$ cat config.mk
export PLATFORM = sky130hd
export DESIGN_NAME = tdc_channel_capture
export DESIGN_NICKNAME = d
export VERILOG_FILES = /design/src/rtl/tdc_pkg.sv /design/src/rtl/tdc_thermo_encoder.sv /design/src/rtl/tdc_channel_capture.sv
export SDC_FILE = /design/constraint.sdc
export NUM_CORES = 1
export LEC_CHECK = 0
export BUFFER_PORTS_ARGS = -buffer_cell sky130_fd_sc_hd__buf_2
export CAP_MARGIN = 0
export CORE_MARGIN = 4
export CORE_UTILIZATION = 55
export CTS_BUF_LIST = sky130_fd_sc_hd__clkbuf_2
export CTS_CLUSTER_DIAMETER = 100
export DETAILED_ROUTE_END_ITERATION = 8
export GPL_ROUTABILITY_DRIVEN = 1
export PLACE_DENSITY_LB_ADDON = 0.1
export SLEW_MARGIN = 30
export SYNTH_ARGS = -nofsm -noshare
export SYNTH_HDL_FRONTEND = slang
export SYNTH_HIERARCHICAL = 1
export SYNTH_SLANG_ARGS = --single-unit
export TNS_END_PERCENT = 10
$ cat constraint.sdc
create_clock -name CLK -period 4.3 [get_ports CLK]
set_input_delay 0.43 -clock CLK [delete_from_list [all_inputs] [get_ports CLK]]
set_output_delay 0.43 -clock CLK [all_outputs]
set_load 0.02 [all_outputs]
$ cat src/rtl/tdc_pkg.sv
// tdc_pkg: shared widths and timestamp field layout for the TDC channel.
//   fine_w(n)      : FINE field width, enough to hold 0..n taps
//   ts_w(n, c)     : total timestamp width {SAT, COARSE, FINE}
//   *_lsb / sat_bit: field positions inside the timestamp word
//   DROP_CNT_W     : width of the saturating drop counter
package tdc_pkg;

    localparam int DROP_CNT_W = 8;
    localparam int FINE_LSB   = 0;

    function automatic int fine_w(input int n_taps);
        return $clog2(n_taps + 1);
    endfunction

    function automatic int ts_w(input int n_taps, input int coarse_w);
        return 1 + coarse_w + fine_w(n_taps);
    endfunction

    function automatic int coarse_lsb(input int n_taps);
        return fine_w(n_taps);
    endfunction

    function automatic int sat_bit(input int n_taps, input int coarse_w);
        return fine_w(n_taps) + coarse_w;
    endfunction

endpackage

$ cat src/rtl/tdc_thermo_encoder.sv
// tdc_thermo_encoder: registered thermometer-to-binary encoder for the
// synchronised delay-line word.
// Optional macro: BUBBLE_FIX_EN -- when defined, a 3-tap majority filter
// removes single-bit bubbles and FINE is the popcount of the filtered word;
// otherwise FINE is the number of leading ones from bit 0.
// Ports:
//   clk_i  : clock
//   rst_i  : synchronous active-high reset
//   s2_i   : synchronised tap word (bit 0 nearest the hit)
//   sat_o  : registered, set when the whole line reads as ones
//   fine_o : registered fine time
module tdc_thermo_encoder
    import tdc_pkg::*;
#(
    parameter int N_TAPS = 32
) (
    input  logic                      clk_i,
    input  logic                      rst_i,
    input  logic [N_TAPS-1:0]         s2_i,
    output logic                      sat_o,
    output logic [fine_w(N_TAPS)-1:0] fine_o
);

    localparam int FINE_W = fine_w(N_TAPS);

    logic [FINE_W-1:0] fine_d;
    logic              sat_d;

`ifdef BUBBLE_FIX_EN
    logic [N_TAPS-1:0] filt;

    function automatic logic maj3(input logic a, input logic b, input logic c);
        return (a & b) | (a & c) | (b & c);
    endfunction

    always_comb begin
        filt = '0;
        for (int i = 0; i < N_TAPS; i++) begin
            // end taps replicate themselves as the missing neighbour
            filt[i] = maj3((i == 0)          ? s2_i[0]        : s2_i[i-1],
                           s2_i[i],
                           (i == N_TAPS - 1) ? s2_i[N_TAPS-1] : s2_i[i+1]);
        end
        fine_d = '0;
        for (int i = 0; i < N_TAPS; i++) begin
            fine_d = fine_d + FINE_W'(filt[i]);
        end
        sat_d = (fine_d == FINE_W'(N_TAPS));
    end
`else
    always_comb begin
        // scan downwards so the lowest zero wins
        fine_d = FINE_W'(N_TAPS);
        for (int i = N_TAPS - 1; i >= 0; i--) begin
            if (!s2_i[i]) fine_d = FINE_W'(i);
        end
        sat_d = (fine_d == FINE_W'(N_TAPS));
    end
`endif

    always_ff @(posedge clk_i) begin
        if (rst_i) begin
            sat_o  <= 1'b0;
            fine_o <= '0;
        end else begin
            sat_o  <= sat_d;
            fine_o <= fine_d;
        end
    end

endmodule

$ cat src/rtl/tdc_channel_capture.sv
// tdc_channel_capture: one TDC channel. Samples the delay-line taps every
// cycle, detects new hit edges on tap 0, encodes a {SAT, COARSE, FINE}
// timestamp and queues it in an output FIFO with a valid/ready handshake.
// Sample-to-TS_VALID latency is 3 cycles.
// Optional macro: BUBBLE_FIX_EN (bubble-tolerant fine encoding, see encoder).
// Ports:
//   CLK      : clock
//   RST      : synchronous active-high reset, discards all events
//   TAPS     : asynchronous delay-line taps, bit 0 nearest to HIT
//   CLR_OVF  : pulse clearing OVERFLOW and DROP_CNT
//   TS_DATA  : FIFO head timestamp (0 when empty)
//   TS_VALID : FIFO not empty
//   TS_READY : consumer accepts TS_DATA
//   OVERFLOW : sticky, an event was dropped on a full FIFO
//   DROP_CNT : saturating dropped-event count
module tdc_channel_capture
    import tdc_pkg::*;
#(
    parameter int N_TAPS      = 32,
    parameter int COARSE_W    = 16,
    parameter int FIFO_DEPTH  = 8,
    parameter int DEAD_CYCLES = 2
) (
    input  logic                              CLK,
    input  logic                              RST,
    input  logic [N_TAPS-1:0]                 TAPS,
    input  logic                              CLR_OVF,
    output logic [ts_w(N_TAPS, COARSE_W)-1:0] TS_DATA,
    output logic                              TS_VALID,
    input  logic                              TS_READY,
    output logic                              OVERFLOW,
    output logic [DROP_CNT_W-1:0]             DROP_CNT
);

    localparam int FINE_W = fine_w(N_TAPS);
    localparam int TS_W   = ts_w(N_TAPS, COARSE_W);
    localparam int AW     = $clog2(FIFO_DEPTH);
    localparam int CNT_W  = AW + 1;
    localparam int DEAD_W = $clog2(DEAD_CYCLES + 2);

    logic [COARSE_W-1:0]   coarse_q;
    logic [N_TAPS-1:0]     s1_q, s2_q;
    logic [COARSE_W-1:0]   s1_coarse_q, s2_coarse_q, enc_coarse_q;
    logic                  p0_q;
    logic [DEAD_W-1:0]     dead_q, dead_d;
    logic                  event_d, enc_ev_q;
    logic                  enc_sat;
    logic [FINE_W-1:0]     enc_fine;

    logic [TS_W-1:0]       mem_q [FIFO_DEPTH];
    logic [AW-1:0]         wr_ptr_q, rd_ptr_q;
    logic [CNT_W-1:0]      cnt_q, cnt_d;
    logic                  full, empty, do_rd, do_wr, drop;
    logic                  ovf_q, ovf_d;
    logic [DROP_CNT_W-1:0] drop_q, drop_d;

    // Only tap 0 of the previous word is needed for edge detection.
    assign event_d = s2_q[0] & ~p0_q & (dead_q == '0);

    always_comb begin
        dead_d = dead_q;
        if (event_d)            dead_d = DEAD_W'(DEAD_CYCLES);
        else if (dead_q != '0)  dead_d = dead_q - 1'b1;
    end

    always_ff @(posedge CLK) begin
        if (RST) begin
            coarse_q     <= '0;
            s1_q         <= '0;
            s1_coarse_q  <= '0;
            s2_q         <= '0;
            s2_coarse_q  <= '0;
            p0_q         <= 1'b0;
            dead_q       <= '0;
            enc_ev_q     <= 1'b0;
            enc_coarse_q <= '0;
        end else begin
            coarse_q     <= coarse_q + 1'b1;
            s1_q         <= TAPS;
            s1_coarse_q  <= coarse_q;
            s2_q         <= s1_q;
            s2_coarse_q  <= s1_coarse_q;
            p0_q         <= s2_q[0];
            dead_q       <= dead_d;
            enc_ev_q     <= event_d;
            enc_coarse_q <= s2_coarse_q;
        end
    end

    tdc_thermo_encoder #(
        .N_TAPS (N_TAPS)
    ) u_enc (
        .clk_i  (CLK),
        .rst_i  (RST),
        .s2_i   (s2_q),
        .sat_o  (enc_sat),
        .fine_o (enc_fine)
    );

    assign empty = (cnt_q == '0);
    assign full  = (cnt_q == CNT_W'(FIFO_DEPTH));
    assign do_rd = !empty && TS_READY;
    // A read in the same cycle frees the slot, so a full FIFO still accepts.
    assign do_wr = enc_ev_q && (!full || do_rd);
    assign drop  = enc_ev_q && full && !do_rd;
    assign cnt_d = cnt_q + CNT_W'(do_wr) - CNT_W'(do_rd);

    always_comb begin
        ovf_d  = ovf_q;
        drop_d = drop_q;
        if (CLR_OVF) begin
            ovf_d  = drop;
            drop_d = drop ? DROP_CNT_W'(1) : '0;
        end else if (drop) begin
            ovf_d = 1'b1;
            if (drop_q != '1) drop_d = drop_q + 1'b1;
        end
    end

    always_ff @(posedge CLK) begin
        if (do_wr) mem_q[wr_ptr_q] <= {enc_sat, enc_coarse_q, enc_fine};
    end

    always_ff @(posedge CLK) begin
        if (RST) begin
            wr_ptr_q <= '0;
            rd_ptr_q <= '0;
            cnt_q    <= '0;
            ovf_q    <= 1'b0;
            drop_q   <= '0;
        end else begin
            if (do_wr) wr_ptr_q <= wr_ptr_q + 1'b1;
            if (do_rd) rd_ptr_q <= rd_ptr_q + 1'b1;
            cnt_q  <= cnt_d;
            ovf_q  <= ovf_d;
            drop_q <= drop_d;
        end
    end

    assign TS_VALID = !empty;
    assign TS_DATA  = empty ? '0 : mem_q[rd_ptr_q];
    assign OVERFLOW = ovf_q;
    assign DROP_CNT = drop_q;

endmodule

### Word level (Yosys, flattened, before mapping)

Memories as Yosys holds them, arrays and structs flattened. A register that Yosys moved wholly into a read port is not among the register bits.
Cells that the tools add are included.

| word-level totals | value |
|---|---|
| logic and storage cells | 92 |
| memories | 1 |
| output and inout bits | 33 |
| flip-flop bits (word level) | 158 |
| memory bits (writable) | 184 |

| operators by class | value |
|---|---|
| bitwise operators | 3 |
| reductions and logical operators | 16 |
| add/subtract/negate cells | 7 |
| eq/ne operators | 3 |
| multiplexer cells | 45 |

Memories:

| memory | depth | width | rd ports | clocked after Yosys merged registers in | wr ports | RTL line | text |
|---|---|---|---|---|---|---|---|
| mem_q | 8 | 23 | 1 | 1 | 1 | tdc_channel_capture.sv:50 | `logic [TS_W-1:0] mem_q [FIFO_DEPTH];` |

Operator list:

| kind | count |
|---|---|
| 2-to-1 mux 6 bit | 32 |
| 2-to-1 mux 8 bit | 3 |
| 2-to-1 mux 23 bit | 1 |
| adder 16 x 1 -> 16 bit (second input constant) | 1 |
| adder 8 x 1 -> 8 bit (second input constant) | 1 |
| != test 8 bit (second input constant) | 1 |
| nonzero test 2 bit | 4 |
| adder 3 x 1 -> 3 bit (second input constant) | 2 |
| == test 6 bit (second input constant) | 1 |
| 2-to-1 mux 3 bit | 2 |
| 2-to-1 mux 1 bit | 5 |
| adder 4 x 1 -> 4 bit | 1 |
| == test 4 bit (second input constant) | 1 |
| logical AND 1 bit | 4 |
| logical NOT 4 bit | 1 |
| 2-to-1 mux 2 bit | 2 |
| subtractor 4 x 1 -> 4 bit | 1 |
| logical NOT 1 bit | 3 |
| AND 1 bit | 2 |
| logical NOT 2 bit | 1 |
| AND reduction 2 bit | 1 |
| OR reduction 2 bit | 1 |
| subtractor 2 x 1 -> 2 bit (second input constant) | 1 |
| logical OR 1 bit | 1 |
| inverter 1 bit | 1 |

### Depth between registers and ports, before layout

| logic depth | value |
|---|---|
| depth after elaboration | 33 |
| mapped depth | 13 |

### Hierarchy

Netlist, hierarchy kept.

Modules (own cells, without submodules):

| module | times used | area each (sq um) | cells each | seq. area each (sq um) |
|---|---|---|---|---|
| tdc_channel_capture | 1 | 11815.1 | 720 | 8608.3 |
| tdc_thermo_encoder | 1 | 544.3 | 80 | 140.1 |

### Worst setup path after synthesis

Ideal clock, no wire load.

| timing path | value |
|---|---|
| path type | reg2reg |
| start | register cnt_q[2] |
| end | memory mem_q[0][0] (netlist name) (enable) |
| clock period less this slack | 3586 ps |
| slack | 714 ps |
| buffers on the path | 0 |
| data required time | 3839 ps |
| stages on the path, launching flop included | 6 |
| data arrival time | 3124 ps |
| setup time | 461 ps |
| path through | dfxtp_1 > inv_1 > ha_1 > nor2b_1 > o31ai_4 > nor4_1 |

| on the way | value |
|---|---|
| longest elaborated chain between the ends | 7 |
| elaborated cells on any way between the ends | 9 |

RTL lines:

| element | RTL line | text |
|---|---|---|
| from (decl) | tdc_channel_capture.sv:52 | `logic [CNT_W-1:0] cnt_q, cnt_d;` |
| from (signal assigned) | tdc_channel_capture.sv:134 | `cnt_q <= cnt_d;` |
| logical NOT 4 bit | tdc_channel_capture.sv:100 | `assign empty = (cnt_q == '0);` |
| logical NOT 1 bit | tdc_channel_capture.sv:102 | `assign do_rd = !empty && TS_READY;` |
| logical AND 1 bit | tdc_channel_capture.sv:102 |  |
| logical OR 1 bit (*) | tdc_channel_capture.sv:104 | `assign do_wr = enc_ev_q && (!full \|\| do_rd);` |
| logical AND 1 bit (*) | tdc_channel_capture.sv:104 |  |
| 2-to-1 mux 1 bit (*) | tdc_channel_capture.sv:121 | `if (do_wr) mem_q[wr_ptr_q] <= {enc_sat, enc_coarse_q, enc_fine};` |
| 2-to-1 mux 1 bit (implied by the code) (*) | tdc_channel_capture.sv:121 |  |
| to (decl) | tdc_channel_capture.sv:50 |  |

Mark *: on every way between the ends. The rest lies on a longest branch, timed or not.

==> key figures <==
Run status
  • Run status: finished, final reports clean

Setup path
  • CP max FO: 35
  • R2R Path End: cnt_q[2]
  • Crit Reg-Reg Startpoint: cnt_q[2]
  • Crit end category: primary output
  • Critical path type: register to primary output
  • Worst R2R Path Depth: 11
  • Crit path required time: 3.87 ns
  • Critical Path AT: 2.86 ns
  • R2R Setup Slk: 1.78 ns
  • Critical path launch point type: register

Layout
  • FF/Latch Area: 0.00875 mm2
  • Area of the multi-input gates: 0.00342 mm2
  • Util after Layout: 64.2%
  • Layout cells sized above 1: 26.8%
  • Fillers: 1615
  • # nets final: 1012
  • Area Overhead vs Synth: 14.1%

STA
  • Sum Neg Setup Slack: 0 ns
  • RSZ-0062 raised after global routing: no
  • Fmax: 304 MHz
  • Final worst path period share: 76.5%
  • Final setup violation count: 0
  • Actual slew at the worst max-slew pin: 0.922 ns
  • Final Hold Vio Count: 0
  • Final Max Slew Viols: 0
  • Min cycle time layout: 3.29 ns
  • Hold Slack: 0.115 ns
  • Slew headroom: 38.5%
  • Setup Skew: 0.0713 ns

Floorplanning
  • CORE AREA: 0.0220 mm2
  • Total I/O pin count: 69
  • Total die area: 0.0249 mm2
  • Die Y: 158 um
  • Die extent in x: 158 um
  • Std-Cell Rows: 54
  • Effective utilization at floorplan: 56.3%

CTS
  • CTS buffer count: 84
  • TritonCTS clock tree: done
  • Sink Count: 345
  • Clock root cell: clkbuf_2
  • Max clock buf depth: 3
  • Later-pin clock latency in the skew report: 0.80 ns
  • Clock transition at path regs: 0.10 ns
  • CTS H-tree depth: 3
  • Post-cts resize count: 0

Synthesis
  • Number of flops mapped to enable cells by yosys: 184
  • Asr flop ratio synth: 0%
  • #FFs+latches synth: 345
  • Synthesized Nets: 847
  • Netlist cell types: 61
  • Largest area contributor in the netlist: edfxtp_1
  • Cells after Synth: 800
  • Top-count cell post-synth: edfxtp_1
  • Mean post-synth cell area: 15.4 um2
  • Mapped Area: 0.0124 mm2
  • Share of the synthesized area in the top cell type: 44.7%
  • Top post-synthesis cells by count: edfxtp_1 (184), dfxtp_1 (161), nor2b_1 (119)
  • Ys flop type: edfxtp_1
  • Synthesis Warnings: 6
  • Sequential area share after synthesis: 70.8%
  • Synth top area cells: edfxtp_1 (45%), dfxtp_1 (26%), mux4_2 (8.4%), nor2b_1 (6.0%), a22o_1 (1.4%)

Worst hold path
  • Type of the worst min-delay path: input port to register
  • Hold endpoint: coarse_q[8]
  • HP Start: RST
  • Hold depth: 2

Power
  • Switching share of total power: 28.5%
  • Total power: 6.89 mW
  • Peak supply drop: 0.269 mV
  • Clock power share: 29.0%
  • Reg power frac: 52.3%
  • Internal Power: 4.93 mW
  • Power share of the combinational group: 18.7%
  • Sw power: 1.96 mW
  • Power Dens Cells: 488 mW/mm2
  • Leakage: 5.27 nW

Routing
  • Routed via count: 6891
  • Iter 0 DRT Violations: 423
  • DRC: 0
  • Number of routed nets with antenna violations: 0
  • Drt wl/cell: 17.0 um
  • Final wirelength: 22300 um
  • Drt pass-1 iters: 5
  • Via/cell ratio: 5.26

Place
  • Global placement routability congestion: 0.833
  • Final HPWL DP: 13000 um
  • Port bufs: 68

Global routing
  • Initial antenna violation count: 1
  • GR Util All Layers: 18.7%
  • First-pass GRT wire length: 36800 um
  • Vias in the first global route: 7397
  • Overflow left after global routing: 0
  • Largest net degree at the start of global routing: 94

Flow run
  • Number of max-cap violations: 0
[power by group through the flow]
stage	combinational [mW]	clock (mW)	sequential, mW
2_1_floorplan	1.00	0	3.61
4_1_cts	1.31	2.10	3.60
6_report	1.29	2.00	3.60
3_5_place_dp	1.29	0	3.68
5_1_grt	1.40	2.27	3.62
3_3_place_gp	1.26	0	3.67
[layout make-up]
class                           count  share of cell area (%)
Sequential cell                   345                    62.0
Clock inverter                     28                   0.940
Multi-Input combinational cell    404                    24.2
Antenna cell                        1                  0.0177
Inverter                           16                   0.426
Clock buffer                      121                    4.29
Tap cell                          280                    2.48
Timing Repair Buffer              114                    5.57
[layout by cell type (no fill, tap or decap), types with 25 or more instances in the layout]
cell	netlist	layout
nor2_1	34	31
nand2_1	25	25
mux4_2	46	46
clkbuf_2	1	121
edfxtp_1	184	184
clkinv_1	0	26
nor2b_1	119	118
dlygate4sd3_1	0	34
buf_2	5	67
dfxtp_1	161	159
[state kept, by name (all words and copies together), names as in the netlist, 2 cells and up, named ones only]
name          cells
coarse_q         16
s1_coarse_q      16
s2_coarse_q      16
mem_q           184
s1_q             32
u_enc/fine_o      6
enc_coarse_q     16
wr_ptr_q          3
rd_ptr_q          3
DROP_CNT          8
s2_q             32
cnt_q             4
dead_q            2
[cell families (layout without fill, tap and decap cells)]
| logic type | Yosys count | after routing | synth area share, % |
|---|---|---|---|
| AOI/OAI and AO/OA | 79 | 79 | 4.59 |
| xor gates and xnor gates | 15 | 15 | 1.06 |
| adders and majority gates | 11 | 11 | 1.17 |
| buffers and inverters | 51 | 279 | 1.91 |
| DFF | 345 | 345 | 70.8 |
| muxes | 48 | 48 | 8.55 |
| other | 0 | 1 | 0 |
| and+or+nand+nor | 251 | 251 | 11.9 |
[repair_timing]
action | CTS | global route
hold buffers | 34 | 0
hold endpoints to repair | 42 | 0
buffers inserted | 0 | 0
[metal layers]
metal | global-route usage (%) | share of wire, % | routed length [um] | vias to the layer above
met4 | 6.27 | 1.5 | 327 | 0
met3 | 4.26 | 5.2 | 1170 | 30
met2 | 31.8 | 50 | 11200 | 180
li1 | - | - | - | 3336
met5 | 0 | 0 | 0 | -
met1 | 23.9 | 43 | 9590 | 3345
[stage by stage]
step	setup slack, ns	instance area (um2)	std cells
floorplan	0.714	12400	800
CTS	0.873	14100	1308
global route	0.768	14100	1309
detailed placement	1.79	13000	1125
finish	1.01	14100	1309
global placement	1.82	13000	1125
[worst max-delay path by stage]
stage          startpoint           to  slack [ns]
2_1_floorplan    cnt_q[2]  mem_q[0][0]        0.71
3_3_place_gp     register  TS_DATA[22]        1.82
3_5_place_dp     register  TS_DATA[22]        1.79
4_1_cts          register   TS_DATA[4]        0.87
5_1_grt          register  TS_DATA[22]        0.77
6_report         register  TS_DATA[22]        1.01
[worst max-delay path, cell delays in order (launching register included)]
cell and delay, ns:
dfxtp_2 0.95, buf_4 0.36, mux4_2 0.31, a22o_2 0.28
buf_2 0.16
Note: power is estimated with default switching activity, not from simulation.
